$ cat config.mk
export PLATFORM = sky130hd
export DESIGN_NAME = led_matrix_scan_driver
export DESIGN_NICKNAME = d
export VERILOG_FILES = /design/src/rtl/led_matrix_scan_driver.sv
export SDC_FILE = /design/constraint.sdc
export NUM_CORES = 1
export LEC_CHECK = 0
export CAP_MARGIN = 25
export CORE_MARGIN = 5
export CORE_UTILIZATION = 55
export DETAILED_ROUTE_END_ITERATION = 10
export GPL_ROUTABILITY_DRIVEN = 0
export HOLD_SLACK_MARGIN = 0.1
export PLACE_DENSITY = 0.84
export SYNTH_ARGS = -nofsm -noshare
export SYNTH_HDL_FRONTEND = slang
export SYNTH_SLANG_ARGS = --single-unit
$ cat constraint.sdc
create_clock -name clk -period 2.8 [get_ports clk]
set_input_delay 0.42 -clock clk [delete_from_list [all_inputs] [get_ports clk]]
set_output_delay 0.42 -clock clk [all_outputs]
set_load 0.01 [all_outputs]
$ cat src/rtl/led_matrix_scan_driver.sv
// -----------------------------------------------------------------------------
// led_matrix_scan_driver
//
// Takes the game engine's 8x8 display frame and scans it row by row onto an
// LED matrix. The matrix hangs off two daisy-chained 74HC595 shift registers.
// The serial word for each row is {rowSel, colBits}, shifted out MSB first.
// The column byte is active-low (cathode drive).
//
// At every row-0 load the whole frame is snapshotted, so that a scan never
// shows a torn image. While the engine holds eog high, the display blinks:
// it is lit for BLINK_FRAMES frames, then dark for BLINK_FRAMES frames, and
// so on.
//
// Ports
//   clk        system clock, rising edge
//   rstBtn     synchronous active-high reset
//   frame      64-bit display; frame[8*r+7:8*r] is row r, bit 7 = left column
//   eog        end-of-game level, sampled at the row-0 load
//   serData    595 serial data
//   serClk     595 shift clock
//   serLatch   595 storage latch pulse (CLK_DIV cycles wide)
//   outEn_n    595 output enable, low once the first row has been latched
//   rowIdx     row being loaded / lit
//   frameDone  high during the final HOLD cycle of row 7
// -----------------------------------------------------------------------------
module led_matrix_scan_driver #(
    parameter int CLK_DIV      = 4,
    parameter int ROW_HOLD     = 2000,
    parameter int BLINK_FRAMES = 32
) (
    input  logic        clk,
    input  logic        rstBtn,
    input  logic [63:0] frame,
    input  logic        eog,
    output logic        serData,
    output logic        serClk,
    output logic        serLatch,
    output logic        outEn_n,
    output logic [2:0]  rowIdx,
    output logic        frameDone
);

    localparam int DIV_W   = (CLK_DIV > 1) ? $clog2(CLK_DIV) : 1;
    localparam int HOLD_W  = (ROW_HOLD > 1) ? $clog2(ROW_HOLD) : 1;
    localparam int BLINK_W = $clog2(BLINK_FRAMES + 1);

    localparam logic [DIV_W-1:0]   DIV_LAST  = DIV_W'(CLK_DIV - 1);
    localparam logic [HOLD_W-1:0]  HOLD_LAST = HOLD_W'(ROW_HOLD - 1);
    localparam logic [HOLD_W-1:0]  HOLD_PRE  = HOLD_W'((ROW_HOLD > 1) ? ROW_HOLD - 2 : 0);
    localparam logic               HOLD_ONE  = (ROW_HOLD == 1);
    localparam logic [BLINK_W-1:0] BLINK_END = BLINK_W'(BLINK_FRAMES);

    typedef enum logic [1:0] {
        ST_LOAD  = 2'd0,
        ST_SHIFT = 2'd1,
        ST_LATCH = 2'd2,
        ST_HOLD  = 2'd3
    } state_t;

    state_t              state_q;
    logic [2:0]          row_q;
    logic [63:0]         snap_q;
    logic                blink_q;
    logic [BLINK_W-1:0]  blink_cnt_q;
    logic [15:0]         shreg_q;
    logic [3:0]          bit_q;
    logic [DIV_W-1:0]    div_q;
    logic [HOLD_W-1:0]   hold_q;
    logic                ser_data_q;
    logic                ser_clk_q;
    logic                ser_latch_q;
    logic                out_en_n_q;
    logic                frame_done_q;

    logic [63:0]         snap_d;
    logic                blink_d;
    logic [BLINK_W-1:0]  blink_cnt_d;
    logic [7:0]          row_byte_d;
    logic [7:0]          row_sel_d;
    logic [7:0]          col_bits_d;
    logic [15:0]         word_d;

    // Row-load values: new snapshot and blink phase at row 0, then the serial word.
    always_comb begin
        snap_d      = snap_q;
        blink_d     = blink_q;
        blink_cnt_d = blink_cnt_q;
        if (row_q == 3'd0) begin
            // Same-edge capture: row 0 is built from the live frame input.
            snap_d = frame;
            if (eog) begin
                // The counter holds the number of frames already shown in the
                // current phase; a full phase flips blinkOn for this new frame.
                if (blink_cnt_q == BLINK_END) begin
                    blink_d     = ~blink_q;
                    blink_cnt_d = BLINK_W'(1);
                end else begin
                    blink_cnt_d = blink_cnt_q + BLINK_W'(1);
                end
            end else begin
                blink_d     = 1'b1;
                blink_cnt_d = {BLINK_W{1'b0}};
            end
        end else begin
            snap_d = snap_q;
        end
        row_byte_d = snap_d[{row_q, 3'b000} +: 8];
        row_sel_d  = 8'd1 << row_q;
        col_bits_d = blink_d ? ~row_byte_d : 8'hFF;
        word_d     = {row_sel_d, col_bits_d};
    end

    // Scan FSM with all outputs registered.
    always_ff @(posedge clk) begin
        if (rstBtn) begin
            state_q      <= ST_LOAD;
            row_q        <= 3'd0;
            snap_q       <= 64'd0;
            blink_q      <= 1'b1;
            blink_cnt_q  <= {BLINK_W{1'b0}};
            shreg_q      <= 16'd0;
            bit_q        <= 4'd0;
            div_q        <= {DIV_W{1'b0}};
            hold_q       <= {HOLD_W{1'b0}};
            ser_data_q   <= 1'b0;
            ser_clk_q    <= 1'b0;
            ser_latch_q  <= 1'b0;
            out_en_n_q   <= 1'b1;
            frame_done_q <= 1'b0;
        end else begin
            frame_done_q <= 1'b0;
            case (state_q)
                ST_LOAD: begin
                    snap_q      <= snap_d;
                    blink_q     <= blink_d;
                    blink_cnt_q <= blink_cnt_d;
                    ser_data_q  <= word_d[15];
                    shreg_q     <= {word_d[14:0], 1'b0};
                    ser_clk_q   <= 1'b0;
                    div_q       <= {DIV_W{1'b0}};
                    bit_q       <= 4'd15;
                    state_q     <= ST_SHIFT;
                end
                ST_SHIFT: begin
                    if (div_q == DIV_LAST) begin
                        div_q <= {DIV_W{1'b0}};
                        if (!ser_clk_q) begin
                            ser_clk_q <= 1'b1;
                        end else begin
                            // Falling edge: next bit goes out, or the word is done.
                            ser_clk_q <= 1'b0;
                            if (bit_q == 4'd0) begin
                                ser_latch_q <= 1'b1;
                                state_q     <= ST_LATCH;
                            end else begin
                                bit_q      <= bit_q - 4'd1;
                                ser_data_q <= shreg_q[15];
                                shreg_q    <= {shreg_q[14:0], 1'b0};
                            end
                        end
                    end else begin
                        div_q <= div_q + DIV_W'(1);
                    end
                end
                ST_LATCH: begin
                    if (div_q == DIV_LAST) begin
                        div_q        <= {DIV_W{1'b0}};
                        ser_latch_q  <= 1'b0;
                        out_en_n_q   <= 1'b0;
                        hold_q       <= {HOLD_W{1'b0}};
                        frame_done_q <= HOLD_ONE && (row_q == 3'd7);
                        state_q      <= ST_HOLD;
                    end else begin
                        div_q <= div_q + DIV_W'(1);
                    end
                end
                ST_HOLD: begin
                    if (hold_q == HOLD_LAST) begin
                        row_q   <= row_q + 3'd1;
                        state_q <= ST_LOAD;
                    end else begin
                        hold_q <= hold_q + HOLD_W'(1);
                        // Raise frameDone so it is high exactly on the exit cycle.
                        frame_done_q <= (row_q == 3'd7) && (hold_q == HOLD_PRE);
                    end
                end
                default: begin
                    state_q <= ST_LOAD;
                end
            endcase
        end
    end

    assign serData   = ser_data_q;
    assign serClk    = ser_clk_q;
    assign serLatch  = ser_latch_q;
    assign outEn_n   = out_en_n_q;
    assign rowIdx    = row_q;
    assign frameDone = frame_done_q;

endmodule

# After elaboration in Yosys (flattened, before gate mapping)
# Index checks and enable logic that the tools add are counted.
[word_totals]
elab_cells = 95
ff_bits = 114
[op_classes]
eq_ne = 15
n_bitwise = 3
n_reduce_logical = 18
n_addsub = 5
mux = 38
shift = 2
[op_table]
columns = ["cell", "n"]
rows = [
  ["$mux 64", 1],
  ["$shiftx 64x7->8", 1],
  ["$mux 16", 3],
  ["$pmux 16 s2", 1],
  ["$eq 11x11->1 const B", 2],
  ["$mux 11", 2],
  ["$pmux 11 s2", 1],
  ["$ne 2x2->1 const B", 7],
  ["$mux 1", 12],
  ["$mux 2", 6],
  ["$mux 4", 3],
  ["$mux 6", 2],
  ["$add 11x1->11 const B", 1],
  ["$reduce_and 5->1", 2],
  ["$mux 8", 1],
  ["$not 8->8", 1],
  ["$pmux 2 s4", 1],
  ["$pmux 4 s2", 1],
  ["$reduce_and 2->1", 4],
  ["$reduce_bool 2->1", 4],
  ["$shl 1x3->8 const A", 1],
  ["$add 6x1->6 const B", 1],
  ["$eq 2x2->1 const B", 3],
  ["$eq 6x6->1 const B", 1],
  ["other kinds (16)", 19],
]

# Logic depth before layout (Yosys ltp)
# Gate-level depths: netlist of run 1.
[depth]
word_depth = 6
depth_mapped = 12
mapped_depth_nobuf = 7

# Least setup slack after synthesis of run 1
# No wires, ideal clock.
[synth_timing]
path_type = "reg2reg"
startpoint = "register row_q[1], in the netlist rowIdx[1]"
endpoint = "register shreg_q[8]"
synth_period_minus_slack_ns = 2.372
setup_time_ns = 0.091
slack_ns = 0.428
path_stages_with_launch = 12
n_path_buf = 4
arrival_ns = 2.281
t_required_ns = 2.709
path_cell_list = "dfxtp_1 buf_2 buf_2 inv_1 ha_1 buf_2 nor2b_1 clkbuf_1 mux4_2 nand2_1 o311ai_0 a311oi_1"
[synth_via]
elab_chain_cells = 6
[synth_lines]
columns = ["element", "line", "rtl"]
rows = [
  ["from (decl)", "61", "logic [2:0] row_q;"],
  ["from (signal assigned)", "179", "row_q <= row_q + 3'd1;"],
  ["$logic_not 3->1", "88", "if (row_q == 3'd0) begin"],
  ["$mux 64", "88", ""],
  ["$shiftx 64x7->8", "107", "row_byte_d = snap_d[{row_q, 3'b000} +: 8];"],
  ["$not 8->8", "109", "col_bits_d = blink_d ? ~row_byte_d : 8'hFF;"],
  ["$mux 8 (*)", "109", ""],
  ["$pmux 16 s2 (*)", "132", "case (state_q)"],
  ["to (signal assigned)", "138", "shreg_q <= {word_d[14:0], 1'b0};"],
  ["to (signal assigned)", "158", "shreg_q <= {shreg_q[14:0], 1'b0};"],
  ["to (decl)", "65", "logic [15:0] shreg_q;"],
]
# Every way passes the cells marked *; elsewhere a longest branch is shown, timed or not.
# A chain may end at the register's enable or synchronous reset.

# Worst setup path after layout of run 1
[layout_timing]
startpoint = "register row_q[0], in the netlist rowIdx[0]"
endpoint = "register snap_q[17]"
[layout_via]
elab_chain_cells = 2
[layout_lines]
columns = ["element", "line", "rtl"]
rows = [
  ["$logic_not 3->1", "88", ""],
  ["$mux 64", "88", ""],
  ["to (signal assigned)", "134", "snap_q <= snap_d;"],
  ["to (decl)", "62", "logic [63:0] snap_q;"],
]
# Every way passes these cells.

==> flow_summary.yaml, run 1 <==
power:
  pwr_density_cell_nw_per_um2: 881
  power_uw: 5970
  irDropWorstVdd_mv: 0.428
  power.leakage_uw: 0.00255
die:
  rows: 36
  die_h_um: 109
  fp.coreArea_um2: 9640
  die_wd_um: 109
  num_io_pins: 75
  initial_core_util: 0.555
  area_of_the_die_um2: 11800
global_route:
  gr-usage-all-layers: 0.244
  grt_pass1_wl_um: 22600
  antenna_found_initial: 0
  pin_count_of_the_biggest_net_entering_global_routing: 56
  first_global_vias: 4806
  grt_remaining_overflow: 0
timing:
  timing.fmax_mhz: 405
  clock_skew_ns: 0.0113
  final_period_minus_worst_setup_slack_ns: 2.47
  timing.max_slew.rel_slack: 0.559
  final_hold_viol_count: 0
  finalSetupViolCount: 0
  rsz0062_at_grt: "no"
  tns_ns: 0
  worst-slew-pin-transition_ns: 0.656
  drv_slew: 0
  fin_crit_sh: 0.882
drt:
  drt_first_pass_iters: 5
  sum_of_routed_wire_length_over_all_layers_um: 13700
  route.detailed.drc: 0
  wl_per_cell_um: 16.4
  final_antenna_net_count: 0
  viasPerCell: 5.78
  first_iter_violations: 396
  routed-via-count: 4822
placement:
  total_instance_count_after_detailed_placement: 801
  hpwlAfterDp_um: 9190
  buffer_ports.inserted: 74
clocking:
  cts.sink_count: 113
  cts_buffers: 17
  clk_pin_slew_worst_paths_ns: 0.06
  postCtsSetupBuffers: 0
  cts_tree: "done"
  ctsLongestPathBuffers: 2
  worst_skew_pair.late_latency_ns: 0.52
  cts.root.buffer_cell: "sky130_fd_sc_hd__clkbuf_8"
  ctsHtreeMaxLevel: 4
layout:
  antenna-diode-count: 0
  area_growth_syn_to_layout_pct: 26.6
  finish.net_count: 774
  layout_commonest_cell: "sky130_fd_sc_hd__nand2_1"
  final_cell_mix: "sky130_fd_sc_hd__nand2_1, sky130_fd_sc_hd__dfxtp_1, sky130_fd_sc_hd__a21oi_1"
  layout-drive-gt1-share: 0.0956
  finalNonFillerCells: 834
setup_path:
  timing.setup.critical_path_class: "flop to flop"
  critPathRequiredTime_ns: 3.23
  regToRegStartpoint: "rowIdx[0]$_SDFFE_PP0P_"
  critical_path_arrival_ns: 2.90
  worst_setup_path_start_kind: "flop"
  crit_path_max_incr_delay_ns: 0.53
  crit_chain: "clkinv_1, ha_1, nor2b_1, nand2_2, buf_6, nand2_1, a21oi_1"
  crit-reg2reg-capture: "snap_q[17]$_SDFFE_PP0P_"
  ff_to_ff_setup_slack_ns: 0.33
  cp-end-kind: "flop"
  worst-r2r-cell-count: 7
  timing.critical_path.slowest_stage_cell: "sky130_fd_sc_hd__dfxtp_1"
  cp_max_fo: 55
logic_synthesis:
  syn-cell-area_um2: 5350
  synth_edf_count: 0
  synth_seq_cells: 113
  synth.yosys.warnings: 0
  synthCells: 628
  synth.lib_cells_used.distinct: 51
  synthesis.nets: 714
  syn_area_per_cell_um2: 8.52
  most_instantiated_flip_flop_cell_in_the_synthesis_netlist: "sky130_fd_sc_hd__dfxtp_1"
  async_reset_ff_frac: 0
  synth-seq-area-share: 0.423
worst_hold_path:
  hold_path_class: "primary input to flop"
  hold_path_startpoint: "rstBtn"
  worst_hold_path.num_cells: 2
  min_delay_worst_endpoint: "state_q[1]$_SDFFE_PP0P_"
run:
  timing.max_cap.violations: 0
status:
  status: "finished, final reports clean"
## critical path, delay by kind of cell, from the launching register on
kind,cells,cell delay [ns]
AND/OR/NAND/NOR,3,0.64
flip-flops,1,0.53
buffers and inverters,2,0.71
adder cells (fa/ha/maj),1,0.29
AO/OA/AOI/OAI,1,0.18
## registers in the layout (all words and copies together), names as in the netlist, 2 cells and up
| name | flops |
|---|---|
| shreg_q | 15 |
| state_q | 2 |
| snap_q | 64 |
| div_q | 2 |
| blink_cnt_q | 6 |
| rowIdx | 3 |
| hold_q | 11 |
| bit_q | 4 |
## routing by layer
layer  vias to the layer above  GRT usage  wire length, um
met4                         0      0.105              386
met1                      2299      0.289             5600
met3                        30     0.0752              825
met5                         -          0                0
met2                       174      0.409             6890
li1                       2319          -                -
## worst max path at each step
stage	startpoint	endpoint	slack (ns)	cells after the start
floorplan	rowIdx[1]$_SDFFE_PP0P_	shreg_q[8]$_SDFFE_PP0P_	0.43	11
global placement	rowIdx[0]$_SDFFE_PP0P_	snap_q[56]$_SDFFE_PP0P_	0.48	7
finish	rowIdx[0]$_SDFFE_PP0P_	snap_q[17]$_SDFFE_PP0P_	0.33	7
detailed placement	rowIdx[0]$_SDFFE_PP0P_	snap_q[50]$_SDFFE_PP0P_	0.29	7
global route	rowIdx[0]$_SDFFE_PP0P_	snap_q[17]$_SDFFE_PP0P_	0.12	7
CTS	rowIdx[0]$_SDFFE_PP0P_	snap_q[17]$_SDFFE_PP0P_	0.22	7
## cell type report
| class | instances | area [um2] |
|---|---|---|
| fill | 703 | 2870 |
| clock inverter | 14 | 181 |
| inverter | 12 | 45.0 |
| timing repair buffer | 82 | 825 |
| tap | 133 | 166 |
| multi-input combinational | 462 | 2870 |
| clock buffer | 18 | 418 |
| sequential | 113 | 2260 |
## kinds of logic (layout without fill, tap and decap cells)
group,count (synthesis),in the layout,share of synthesized area
flops,113,113,0.423
fa+ha+maj,19,19,0.0444
compound gates,138,138,0.151
mux,39,39,0.111
buf+inv,53,126,0.0407
xor+xnor,13,13,0.0213
simple gates,253,253,0.208
## metrics by stage
stage	worst slack (ns)	util	hold WS, ns	area (um2)
after global placement	0.479	0.639	0.435	6160
after CTS	0.219	0.701	0.398	6760
after detailed placement	0.286	0.639	0.446	6160
final	0.330	0.703	0.417	6770
after floorplan	0.428	-	0.433	5350
after global routing	0.124	0.703	0.429	6770
## power by group
group	leakage, uW	internal [uW]	switching [uW]
Sequential	0.000931	2020	243
Clock	0.000284	1370	801
Combinational	0.00134	604	926
Total	0.00255	4000	1970
## what timing repair did
action,in CTS,in global routing
hold buffers,0,0
endpoints found under the setup margin,0,2
resized for setup,0,1
## cells in the mapped netlist (all sizes together) (2+ instances only)
master / number / area [um2]
a21o: 2 / 15.0
xor2: 9 / 78.8
xnor2: 4 / 35.0
and4: 2 / 17.5
nor3b: 4 / 30.0
buf: 12 / 63.8
a211oi: 18 / 140
inv: 11 / 41.3
mux2: 3 / 33.8
clkbuf: 29 / 109
mux4: 16 / 360
and2: 2 / 12.5
o22ai: 6 / 37.5
nor4bb: 2 / 20.0
nand2: 159 / 599
o21bai: 3 / 22.5
ha: 19 / 238
a21oi: 86 / 430
nand3: 13 / 65.1
o21ai: 9 / 45.0
nor3: 6 / 30.0
mux2i: 20 / 200
dfxtp: 113 / 2260
nor2: 35 / 131
nor4: 3 / 18.8
nand2b: 2 / 12.5
nor2b: 2 / 12.5
or3: 8 / 50.1
a22oi: 2 / 15.0
a221oi: 6 / 52.6
nand4: 6 / 37.5
No activity file was read; power rests on OpenSTA's default activity.
==> inputs of run 2 (changes only) <==
--- a/config.mk
+++ b/config.mk
@@ -5,7 +5,7 @@
 export SDC_FILE = /design/constraint.sdc
 export NUM_CORES = 1
 export LEC_CHECK = 0
-export CAP_MARGIN = 25
+export CAP_MARGIN = 5
 export CORE_MARGIN = 5
 export CORE_UTILIZATION = 55
 export DETAILED_ROUTE_END_ITERATION = 10
==> run 2 against run 1 <==
Net effect: non-clock buffer count decreased by 1; maximum frequency decreased by 2.0%; first-iteration DRC count down 3.8%; largest power group unchanged; sequential share of layout area hardly changed; critical endpoint is now shreg_q[8]$_SDFFE_PP0P_; cell count down 0.12%; setup slack got worse by 0.049 ns; wire length down 0.13%; critical path depth unchanged; sequential cell count is the same; cell area is 0.11% lower.
==> flow_summary.yaml, run 2 (synthesized netlist as in run 1, its figures left out) <==
status:
  status: "finished, final reports clean"
placement:
  hpwlAfterDp_um: 9190
  total_instance_count_after_detailed_placement: 801
  total_placed_instance_area_um2: 6160
  dpl_worst_slack_ns: 0.286
  buffer_ports.inserted: 74
setup_path:
  worst-r2r-cell-count: 7
  cp-end-kind: "flop"
  crit_path_max_incr_delay_ns: 1.01
  worst-path-buf-inv: 1
  worst_setup_path_start_kind: "flop"
  cp_max_fo: 11
  timing.setup.critical_path_class: "flop to flop"
  regToRegStartpoint: "bit_q[0]$_SDFFE_PP0P_"
  crit_chain: "inv_1, ha_1, nor3b_1, nor3b_1, or3_1, o21ai_0, a311oi_1"
  ff_to_ff_setup_slack_ns: 0.28
  timing.critical_path.slowest_stage_cell: "sky130_fd_sc_hd__nor3b_1"
  crit-reg2reg-capture: "shreg_q[8]$_SDFFE_PP0P_"
  critical-path-top-delay-family: "simple AND/OR/NAND/NOR gates"
  critical-path-top-cell-by-count: "sky130_fd_sc_hd__nor3b_1"
  critical_path_arrival_ns: 2.93
  critPathRequiredTime_ns: 3.21
power:
  p_seq_frac: 0.379
  pwr_density_cell_nw_per_um2: 883
  irDropWorstVdd_mv: 0.428
  clock_power_share: 0.365
  comb_power_share: 0.256
  swShare: 0.331
  cellInternalPower_uw: 4000
  power.leakage_uw: 0.00255
  total_switching_power_uw: 1970
die:
  die_wd_um: 109
  rows: 36
  area_of_the_die_um2: 11800
  die_h_um: 109
  num_io_pins: 75
  initial_core_util: 0.555
  fp.coreArea_um2: 9640
clocking:
  ctsLongestPathBuffers: 2
  ctsHtreeMaxLevel: 4
  worst_skew_pair.late_latency_ns: 0.52
  cts.root.buffer_cell: "sky130_fd_sc_hd__clkbuf_8"
  cts_buffers: 17
  clk_pin_slew_worst_paths_ns: 0.06
  cts_tree: "done"
  postCtsSetupBuffers: 0
  cts.sink_count: 113
layout:
  layout_commonest_cell: "sky130_fd_sc_hd__nand2_1"
  finalNonFillerCells: 833
  layout_top_registers: "snap_q (64), shreg_q (15), hold_q (11)"
  finalInstanceArea_um2: 6770
  top_register: "snap_q"
  layout-drive-gt1-share: 0.0943
  area_growth_syn_to_layout_pct: 26.4
  largest_register_ff_count: 64
  finish.net_count: 773
  antenna-diode-count: 0
  final_cell_mix: "sky130_fd_sc_hd__nand2_1, sky130_fd_sc_hd__dfxtp_1, sky130_fd_sc_hd__a21oi_1"
  fillCellCount: 705
global_route:
  grt_most_used_layer: "met2"
  groute.layer.met1.usage: 0.289
  pin_count_of_the_biggest_net_entering_global_routing: 56
  grt_pass1_wl_um: 22600
  gr-usage-all-layers: 0.244
  use_met2: 0.409
  antenna_found_initial: 0
  grt_remaining_overflow: 0
  first_global_vias: 4806
  gr-usage-met3: 0.0752
drt:
  final_antenna_net_count: 0
  wl_per_cell_um: 16.4
  viasPerCell: 5.76
  route.detailed.drc: 0
  drt_first_pass_iters: 5
  sum_of_routed_wire_length_over_all_layers_um: 13700
  routed-via-count: 4794
  first_iter_violations: 381
worst_hold_path:
  min_delay_worst_endpoint: "state_q[1]$_SDFFE_PP0P_"
  hold_path_startpoint: "rstBtn"
  worst_hold_path.num_cells: 2
  hold_path_class: "primary input to flop"
timing:
  worst-slew-pin-transition_ns: 1.24
  final_critical_path_setup_slack_ns: 0.281
  fin_crit_sh: 0.900
  drv_slew: 0
  timing.fmax_mhz: 397
  final_period_minus_worst_setup_slack_ns: 2.52
  final_hold_viol_count: 0
  tns_ns: 0
  clock_skew_ns: 0.00745
  rsz0062_at_grt: "no"
  timing.max_slew.rel_slack: 0.171
  finalSetupViolCount: 0
  hold-worst-slack_ns: 0.408
run:
  timing.max_cap.violations: 0
==> run 2: worst max path at each step <==
| stage | startpoint | to | slack, ns | depth (start not counted) |
|---|---|---|---|---|
| 6_report | bit_q[0]$_SDFFE_PP0P_ | shreg_q[8]$_SDFFE_PP0P_ | 0.28 | 7 |
| 5_1_grt | bit_q[0]$_SDFFE_PP0P_ | shreg_q[4]$_SDFFE_PP0P_ | 0.12 | 7 |
| 4_1_cts | rowIdx[0]$_SDFFE_PP0P_ | snap_q[17]$_SDFFE_PP0P_ | 0.22 | 7 |
| 3_5_place_dp | rowIdx[0]$_SDFFE_PP0P_ | snap_q[50]$_SDFFE_PP0P_ | 0.29 | 7 |
| 3_3_place_gp | rowIdx[0]$_SDFFE_PP0P_ | snap_q[56]$_SDFFE_PP0P_ | 0.48 | 7 |
| 2_1_floorplan | rowIdx[1]$_SDFFE_PP0P_ | shreg_q[8]$_SDFFE_PP0P_ | 0.43 | 11 |
==> run 2: what timing repair did <==
item / in CTS / in global routing
setup endpoints to repair: 0 / 2
hold buffers: 0 / 0
resized for setup: 0 / 1
==> run 2: area by class of cell <==
type	count	area, um2	share of cell area
Multi-Input combinational cell	462	2870	0.425
Sequential cell	113	2260	0.335
Timing Repair Buffer	81	817	0.121
Clock buffer	18	418	0.0618
Clock inverter	14	181	0.0268
Tap cell	133	166	0.0246
Inverter	12	45.0	0.00666
==> run 2: stage by stage <==
| step | power [uW] | util |
|---|---|---|
| finish | 5970 | 0.702 |
| global route | 6300 | 0.702 |
| CTS | 5960 | 0.701 |
| detailed placement | 3760 | 0.639 |
| global placement | 3660 | 0.639 |
| floorplan | 3340 | - |
==> run 2: metal layers <==
| layer | part of all wire | up-vias |
|---|---|---|
| li1 | - | 2314 |
| met1 | 0.41 | 2264 |
| met2 | 0.50 | 184 |
| met3 | 0.068 | 32 |
| met4 | 0.028 | 0 |
| met5 | 0 | - |
==> run 2: power groups by stage <==
stage	logic, uW	clock network, uW	registers (uW)
floorplan	1120	0	2210
global placement	1410	0	2250
CTS	1510	2190	2260
detailed placement	1480	0	2280
finish	1530	2180	2270
global route	1710	2280	2310
==> inputs of run 3 (changes only) <==
==> constraint.sdc (replaced) <==
create_clock -name clk -period 2.35 [get_ports clk]
set_input_delay 0.3525 -clock clk [delete_from_list [all_inputs] [get_ports clk]]
set_output_delay 0.3525 -clock clk [all_outputs]
set_load 0.01 [all_outputs]
==> run 3 against run 2 <==
Net effect: total power up 16%; non-clock buffer count increased by 4; setup slack lost 0.12 ns; via count is 0.60% lower; cell area shrank 0.24%; largest cell class unchanged; cell count grew 0.36%; global-route usage up 0.18 points; critical path depth is 5 lower; hold slack got worse by 0.28 ns; clock skew about the same; clock power grew 7%; die area stayed put.
==> flow_summary.yaml, run 3 (synthesized netlist as in run 1, its figures left out) <==
status:
  status: "finished, final reports clean"
placement:
  buffer_ports.inserted: 74
  total_instance_count_after_detailed_placement: 805
  hpwlAfterDp_um: 9340
global_route:
  antenna_found_initial: 0
  grt_pass1_wl_um: 22700
  first_global_vias: 4779
  pin_count_of_the_biggest_net_entering_global_routing: 59
  grt_remaining_overflow: 0
  gr-usage-all-layers: 0.246
setup_path:
  critical-path-top-delay-family: "buffers and inverters"
  worst-path-buf-inv: 2
  cp-end-kind: "primary output"
  crit_path_max_incr_delay_ns: 0.62
  worst-r2r-cell-count: 6
  timing.critical_path.slowest_stage_cell: "sky130_fd_sc_hd__clkdlybuf4s50_1"
  cp_max_fo: 34
  crit-reg2reg-capture: "shreg_q[7]$_SDFFE_PP0P_"
  crit_chain: "buf_6, clkdlybuf4s50_1"
  ff_to_ff_setup_slack_ns: 0.20
  critical_path_arrival_ns: 1.84
  critPathRequiredTime_ns: 2.00
  timing.setup.critical_path_class: "flop to primary output"
  worst_setup_path_start_kind: "flop"
  regToRegStartpoint: "rowIdx[1]$_SDFFE_PP0P_"
timing:
  rsz0062_at_grt: "no"
  drv_slew: 0
  fin_crit_sh: 0.931
  final_period_minus_worst_setup_slack_ns: 2.19
  tns_ns: 0
  worst-slew-pin-transition_ns: 0.666
  timing.fmax_mhz: 457
  hold-worst-slack_ns: 0.132
  clock_skew_ns: 0.00713
  final_hold_viol_count: 0
  finalSetupViolCount: 0
  timing.max_slew.rel_slack: 0.553
worst_hold_path:
  hold_path_class: "primary input to flop"
  worst_hold_path.num_cells: 2
  hold_path_startpoint: "rstBtn"
  min_delay_worst_endpoint: "state_q[1]$_SDFFE_PP0P_"
die:
  die_wd_um: 109
  die_h_um: 109
  initial_core_util: 0.555
  fp.coreArea_um2: 9640
  num_io_pins: 75
  rows: 36
  area_of_the_die_um2: 11800
drt:
  sum_of_routed_wire_length_over_all_layers_um: 13900
  route.detailed.drc: 0
  drt_first_pass_iters: 4
  first_iter_violations: 350
  routed-via-count: 4765
  wl_per_cell_um: 16.6
  viasPerCell: 5.70
  final_antenna_net_count: 0
layout:
  layout-drive-gt1-share: 0.0996
  area_growth_syn_to_layout_pct: 26.1
  layout_commonest_cell: "sky130_fd_sc_hd__nand2_1"
  layout_top_registers: "snap_q (64), shreg_q (15), hold_q (11)"
  top_register: "snap_q"
  final_cell_mix: "sky130_fd_sc_hd__nand2_1, sky130_fd_sc_hd__dfxtp_1, sky130_fd_sc_hd__a21oi_1"
  multiInputGateArea_um2: 2870
  largest_register_ff_count: 64
  finish.utilization: 0.700
  antenna-diode-count: 0
  finish.net_count: 777
  fillCellCount: 728
  storage_element_area_um2: 2260
  finalNonFillerCells: 836
power:
  pwr_density_cell_nw_per_um2: 1020
  power_uw: 6920
  irDropWorstVdd_mv: 0.589
  power.leakage_uw: 0.00255
clocking:
  ctsLongestPathBuffers: 2
  clk_pin_slew_worst_paths_ns: 0.05
  cts_tree: "done"
  cts.sink_count: 113
  cts_hold_repair.buffers: 0
  cts_buffers: 17
  cts.root.buffer_cell: "sky130_fd_sc_hd__clkbuf_8"
  worst_skew_pair.late_latency_ns: 0.51
  ctsHtreeMaxLevel: 4
run:
  timing.max_cap.violations: 0
==> run 3: worst max-delay path by stage <==
stage	from	slack (ns)	cells past startpoint	endpoint
after floorplan	rowIdx[1]$_SDFFE_PP0P_	0.06	11	shreg_q[8]$_SDFFE_PP0P_
after global placement	rowIdx[1]$_SDFFE_PP0P_	0.27	5	shreg_q[5]$_SDFFE_PP0P_
after detailed placement	bit_q[0]$_SDFFE_PP0P_	0.24	7	shreg_q[9]$_SDFFE_PP0P_
after CTS	rowIdx[1]$_SDFFE_PP0P_	0.14	2	rowIdx[1]
after global routing	state_q[0]$_SDFFE_PP0P_	0.05	7	hold_q[10]$_SDFFE_PP0P_
final	rowIdx[1]$_SDFFE_PP0P_	0.16	2	rowIdx[1]
==> run 3: timing repair <==
action | in CTS | in global routing
setup endpoints to repair | 1 | 0
gates resized for setup | 1 | 0
setup buffers | 0 | 0
==> run 3: area by class of cell <==
type                            count  share of cell area
Tap cell                          133              0.0247
Multi-Input combinational cell    462               0.426
Inverter                           12             0.00667
Clock inverter                     12              0.0165
Sequential cell                   113               0.335
Clock buffer                       19              0.0654
Timing Repair Buffer               85               0.126
==> run 3: layer usage <==
| metal | vias to the layer above | wire (um) | track usage |
|---|---|---|---|
| met3 | 35 | 675 | 0.0604 |
| li1 | 2323 | - | - |
| met5 | - | 0 | 0 |
| met1 | 2249 | 5750 | 0.291 |
| met2 | 158 | 7100 | 0.422 |
| met4 | 0 | 343 | 0.109 |
==> run 3: power by group <==
part | internal [uW] | switching [uW]
clock | 1450 | 890
sequential | 2410 | 301
combinational | 739 | 1120
total | 4600 | 2320
==> run 3: metrics by stage <==
stage | cell area, um2 | setup slack [ns]
after floorplan | 5350 | 0.0591
final | 6750 | 0.162
after global routing | 6750 | 0.0467
after global placement | 6190 | 0.269
after detailed placement | 6190 | 0.242
after CTS | 6750 | 0.143
